### src/rtl/uart_line_buffer.sv
// Line-assembly stage: buffers received bytes with backspace editing and, on CR,
// emits the edited line followed by CR LF as a valid/ready byte stream.
module uart_line_buffer #(
   parameter int DEPTH = 32,
   localparam int LW = $clog2(DEPTH) + 1
) (
   input  logic          i_clk,
   input  logic          i_rst_n,
   input  logic [7:0]    i_data,
   input  logic          i_valid,
   output logic [7:0]    o_data,
   output logic          o_valid,
   input  logic          i_ready,
   output logic          o_busy,
   output logic [LW-1:0] o_len,
   output logic          o_overflow,
   output logic          o_drop
);

   localparam int AW = $clog2(DEPTH);
   localparam logic [LW-1:0] FULL = LW'(DEPTH);

   typedef enum logic [1:0] {COLLECT, FLUSH, SEND_CR, SEND_LF} state_t;

   state_t          state, state_n;
   logic [7:0]      line_mem [DEPTH];
   logic [AW-1:0]   rd, rd_n, rd_inc;
   logic [LW-1:0]   len_n;
   logic [7:0]      data_n;
   logic            valid_n, ovf_n, drop_n, busy_n, wr_en;
   logic            xfer, last_byte;

   assign xfer      = o_valid & i_ready;
   assign rd_inc    = rd + AW'(1);
   assign last_byte = ({1'b0, rd} == (o_len - LW'(1)));

   always_comb begin
      state_n = state;
      rd_n    = rd;
      len_n   = o_len;
      data_n  = o_data;
      valid_n = o_valid;
      ovf_n   = o_overflow;
      drop_n  = 1'b0;
      wr_en   = 1'b0;
      unique case (state)
         COLLECT: begin
            if (i_valid) begin
               unique case (i_data)
                  8'h0D: begin
                     valid_n = 1'b1;
                     rd_n    = '0;
                     if (o_len != '0) begin
                        state_n = FLUSH;
                        data_n  = line_mem[0];
                     end else begin
                        state_n = SEND_CR;
                        data_n  = 8'h0D;
                     end
                  end
                  8'h08, 8'h7F: begin
                     if (o_len != '0) len_n = o_len - LW'(1);
                  end
                  8'h0A: ;
                  default: begin
                     if (o_len < FULL) begin
                        wr_en = 1'b1;
                        len_n = o_len + LW'(1);
                     end else begin
                        ovf_n = 1'b1;
                     end
                  end
               endcase
            end
         end
         FLUSH: begin
            drop_n = i_valid;
            if (xfer) begin
               if (last_byte) begin
                  state_n = SEND_CR;
                  data_n  = 8'h0D;
               end else begin
                  rd_n   = rd_inc;
                  data_n = line_mem[rd_inc];
               end
            end
         end
         SEND_CR: begin
            drop_n = i_valid;
            if (xfer) begin
               state_n = SEND_LF;
               data_n  = 8'h0A;
            end
         end
         SEND_LF: begin
            drop_n = i_valid;
            if (xfer) begin
               state_n = COLLECT;
               valid_n = 1'b0;
               len_n   = '0;
               rd_n    = '0;
               ovf_n   = 1'b0;
            end
         end
         default: state_n = COLLECT;
      endcase
      busy_n = (state_n != COLLECT);
   end

   always_ff @(posedge i_clk or negedge i_rst_n) begin
      if (!i_rst_n) begin
         state      <= COLLECT;
         rd         <= '0;
         o_len      <= '0;
         o_data     <= 8'h00;
         o_valid    <= 1'b0;
         o_overflow <= 1'b0;
         o_drop     <= 1'b0;
         o_busy     <= 1'b0;
      end else begin
         state      <= state_n;
         rd         <= rd_n;
         o_len      <= len_n;
         o_data     <= data_n;
         o_valid    <= valid_n;
         o_overflow <= ovf_n;
         o_drop     <= drop_n;
         o_busy     <= busy_n;
      end
   end

   // Buffer storage carries no reset; stale contents beyond o_len are never read.
   always_ff @(posedge i_clk) begin
      if (wr_en) line_mem[o_len[AW-1:0]] <= i_data;
   end

endmodule

### config.mk
export PLATFORM = sky130hd
export DESIGN_NAME = uart_line_buffer
export DESIGN_NICKNAME = d
export VERILOG_FILES = /design/src/rtl/uart_line_buffer.sv
export SDC_FILE = /design/constraint.sdc
export NUM_CORES = 1
export LEC_CHECK = 0
export CORE_ASPECT_RATIO = 0.5
export CORE_MARGIN = 2
export CORE_UTILIZATION = 50
export CTS_CLUSTER_DIAMETER = 120
export DETAILED_ROUTE_END_ITERATION = 8
export PLACE_DENSITY_LB_ADDON = 0.05
export SLEW_MARGIN = 15
export SYNTH_ARGS = -nofsm -noshare
export SYNTH_HDL_FRONTEND = slang
export SYNTH_SLANG_ARGS = --single-unit
### constraint.sdc
create_clock -name i_clk -period 3.79 [get_ports i_clk]
set_input_delay 0.758 -clock i_clk [delete_from_list [all_inputs] [get_ports i_clk]]
set_output_delay 0.758 -clock i_clk [all_outputs]
set_load 0.005 [all_outputs]
==> impl_metrics.json <==
{
  "dpl.cell_count": 1165,
  "core_area_um2": 23800,
  "avgSynthCellArea_um2": 15.2,
  "drive_gt1_share_pct": 19.1,
  "synth_mux_area_share_pct": 10.2,
  "rsz0062_at_grt": "false",
  "p_per_area_nw_per_um2": 605,
  "cp-start-kind": "register",
  "cts_tree": "yes",
  "slew_violations": 0,
  "netlist_area_um2": 12000,
  "crit_cells": 7,
  "clk_pin_slew_ns": 0.07,
  "ys_seq_area_share_pct": 69.0,
  "synth_edf_count": 256,
  "postCtsHoldBufs": 0,
  "cts_buffers": 26,
  "postLayoutCoreUtil_pct": 58.1,
  "die_y_um": 114,
  "finalCriticalPeriod_ns": 3.29,
  "cp_top_family": "multiplexers",
  "grt_pass1_wl_um": 46800,
  "synth_compound_area_share_pct": 5.35,
  "dp_slack_ns": 0.302,
  "drtAntennaViolNets": 0,
  "crit_type": "register to register",
  "port-buffer-count": 29,
  "layout.cells.non_filler": 1211,
  "max_stage_delay_ns": 0.57,
  "yosys.area_share.simple_pct": 11.4,
  "status": "finished clean",
  "tns_ns": 0,
  "ir_worst_vdd_v": 0.000279,
  "ioPinCount": 30,
  "fin_crit_sh_pct": 86.8,
  "cp_max_fo": 12,
  "vias": 7259,
  "htreeDepth": 1,
  "synthCells": 793,
  "hp-class": "input port to asynchronous set/reset pin",
  "cts_setup_buffers": 0,
  "worstMarginPinSlew_ns": 0.929,
  "setup_violations": 0,
  "wirelength_um": 31400,
  "r2r-start": "rd[1]",
  "required_ns": 4.23,
  "synth_top_family_by_area": "simple AND/OR/NAND/NOR gates",
  "antenna_cells": 0,
  "fp-row-count": 40,
  "clock-sinks": 281,
  "ys_top_cells_by_area": "edfxtp_1 (64%), mux4_2 (9.0%), dfrtp_1 (5.2%)",
  "synth_top_area_share_pct": 63.8,
  "grt.total_usage_pct": 25.7,
  "timing.final.ws_setup_ns": 0.500,
  "synth_xor_area_share_pct": 1.18,
  "crit_chain": "ha_2, xor2_4, mux4_2, mux2i_1, a22oi_1, and3_1, a32o_1",
  "clock-root-buffer": "clkbuf_16",
  "r2r_cells": 7,
  "critPathBufInv": 0,
  "yosysWarnings": 0,
  "slew_headroom_pct": 38.1,
  "layout.nets": 900,
  "async_flop_share_pct": 8.90,
  "drcViolationCount": 0,
  "synth_fa_ha_area_share_pct": 1.04,
  "grt_overflow_total": 0,
  "cts_buffer_depth": 3,
  "antenna_found_initial": 2,
  "first_iter_violations": 993,
  "die_area_um2": 25400,
  "ys_ff_latch": 281,
  "viasPerCell": 5.99,
  "dp_hpwl_um": 21400,
  "setup.worst_path.start": "rd[1]",
  "worstPathArrival_ns": 3.73,
  "gp_congestion": 0.849,
  "synth_flop_cell": "edfxtp_1",
  "initial_utilization_pct": 50.6,
  "first_global_vias": 7176,
  "area_growth_pct": 14.9,
  "synth_cell_type_count": 67,
  "first_pass_iters": 5,
  "drv_cap": 0,
  "yosys.area.top_type": "edfxtp_1",
  "hold_viol": 0,
  "wire_per_inst_um": 26.0,
  "cp-end-kind": "register",
  "grt_max_degree": 52,
  "post_cts_resized": 0,
  "syn-num-nets": 815,
  "cp_slowest_cell": "mux2i_1",
  "clock_skew_ns": 0.0118,
  "timing.fmax_ghz": 0.304,
  "clkLatencyLatePin_ns": 0.55,
  "p_leak_nw": 4.68,
  "die_w_um": 223,
  "power.total_mw": 8.37
}
## cell usage in the layout (no fill, tap or decap), types with 4 or more instances in the layout
cell type / n
a211o_1: 5
and2_1: 6
and3_1: 4
clkbuf_16: 26
nand4_1: 7
clkinv_2: 5
nor3_1: 8
mux4_2: 48
mux2i_1: 9
ha_1: 9
nor2_1: 53
edfxtp_1: 256
clkinv_1: 5
a21oi_1: 17
clkdlybuf4s50_1: 28
o21ai_0: 11
mux2_2: 5
nand2b_1: 7
o22ai_1: 5
a41oi_1: 7
buf_4: 66
clkbuf_1: 6
a31oi_1: 6
dfrtp_1: 24
inv_1: 8
nand3_1: 54
nand3b_1: 6
xor2_1: 5
nand2_1: 123
xnor2_1: 5
nor2b_1: 4
## power by group
group	leakage [nW]	internal, mW	switching (mW)	total [mW]
clock	0.369	1.28	1.15	2.43
sequential	2.60	3.57	0.179	3.75
combinational	1.71	0.950	1.24	2.19
total	4.68	5.80	2.56	8.37
## cell type report
type	instances	area [µm²]
clock buffer	33	687
fill	1848	9990
timing repair buffer	96	801
clock inverter	13	75.1
multi-input combinational	465	3530
tap	315	394
sequential	281	8320
inverter	8	30.0
## state kept, by name, indices dropped and copies added (netlist names)
register / cells
line_mem: 256
o_data: 8
o_len: 6
rd: 5
state: 2
o_busy: 1
o_drop: 1
o_overflow: 1
o_valid: 1
## Yosys cell counts (5+ instances only)
| cell | n |
|---|---|
| edfxtp_1 | 256 |
| a31oi_1 | 6 |
| o22ai_1 | 5 |
| ha_1 | 10 |
| nand3_1 | 54 |
| and2_1 | 6 |
| inv_1 | 8 |
| nand3b_1 | 6 |
| xnor2_1 | 5 |
| nand4_1 | 7 |
| nor2_1 | 53 |
| nand2_1 | 123 |
| a21oi_1 | 17 |
| mux2i_1 | 9 |
| nand2b_1 | 7 |
| xor2_1 | 5 |
| nor3_1 | 8 |
| mux4_2 | 48 |
| mux2_2 | 5 |
| o21ai_0 | 11 |
| buf_2 | 17 |
| clkbuf_1 | 15 |
| a41oi_1 | 7 |
| a211o_1 | 5 |
| dfrtp_1 | 25 |
## worst register-to-register path: cells and delay by family, from the launching register on
kind	cells	cell delay, ns
XOR/XNOR	1	0.54
AND/OR/NAND/NOR	1	0.22
AO/OA/AOI/OAI	2	0.46
flip-flops	1	0.50
multiplexers	2	0.98
adder cells (fa/ha/maj)	1	0.48
## worst paths after layout
check | endpoint | slack (ns)
worst max-delay path | o_data[1] | 0.50
worst min-delay path | o_len[4] | 0.19
worst max register to register | o_data[1] | 0.50
worst min register to register | o_data[2] | 0.54
max in group asynchronous | state[0] | 3.14
min in group i_clk | o_data[2] | 0.54
## cell families (layout without fill, tap and decap cells)
group,after synthesis,in the layout
buffers and inverters,47,150
muxes,62,62
AOI/OAI and AO/OA,89,89
DFF,281,281
and+or+nand+nor,291,291
adders and majority gates,10,10
xor gates and xnor gates,13,13
## layer usage
| layer | share of wire, % | track usage, % | up-vias |
|---|---|---|---|
| li1 | - | - | 3229 |
| met4 | 1.4 | 4.00 | 0 |
| met1 | 46 | 39.4 | 3649 |
| met2 | 42 | 37.0 | 346 |
| met5 | 0 | 0 | - |
| met3 | 12 | 7.91 | 35 |
## stage by stage
| step | area, µm² | hold WS, ns |
|---|---|---|
| finish | 13800 | 0.185 |
| global route | 13800 | 0.215 |
| CTS | 13800 | 0.541 |
| detailed placement | 13100 | 0.532 |
| global placement | 13100 | 0.522 |
| floorplan | 12000 | 0.462 |
Power figures use the tool's default switching activity.
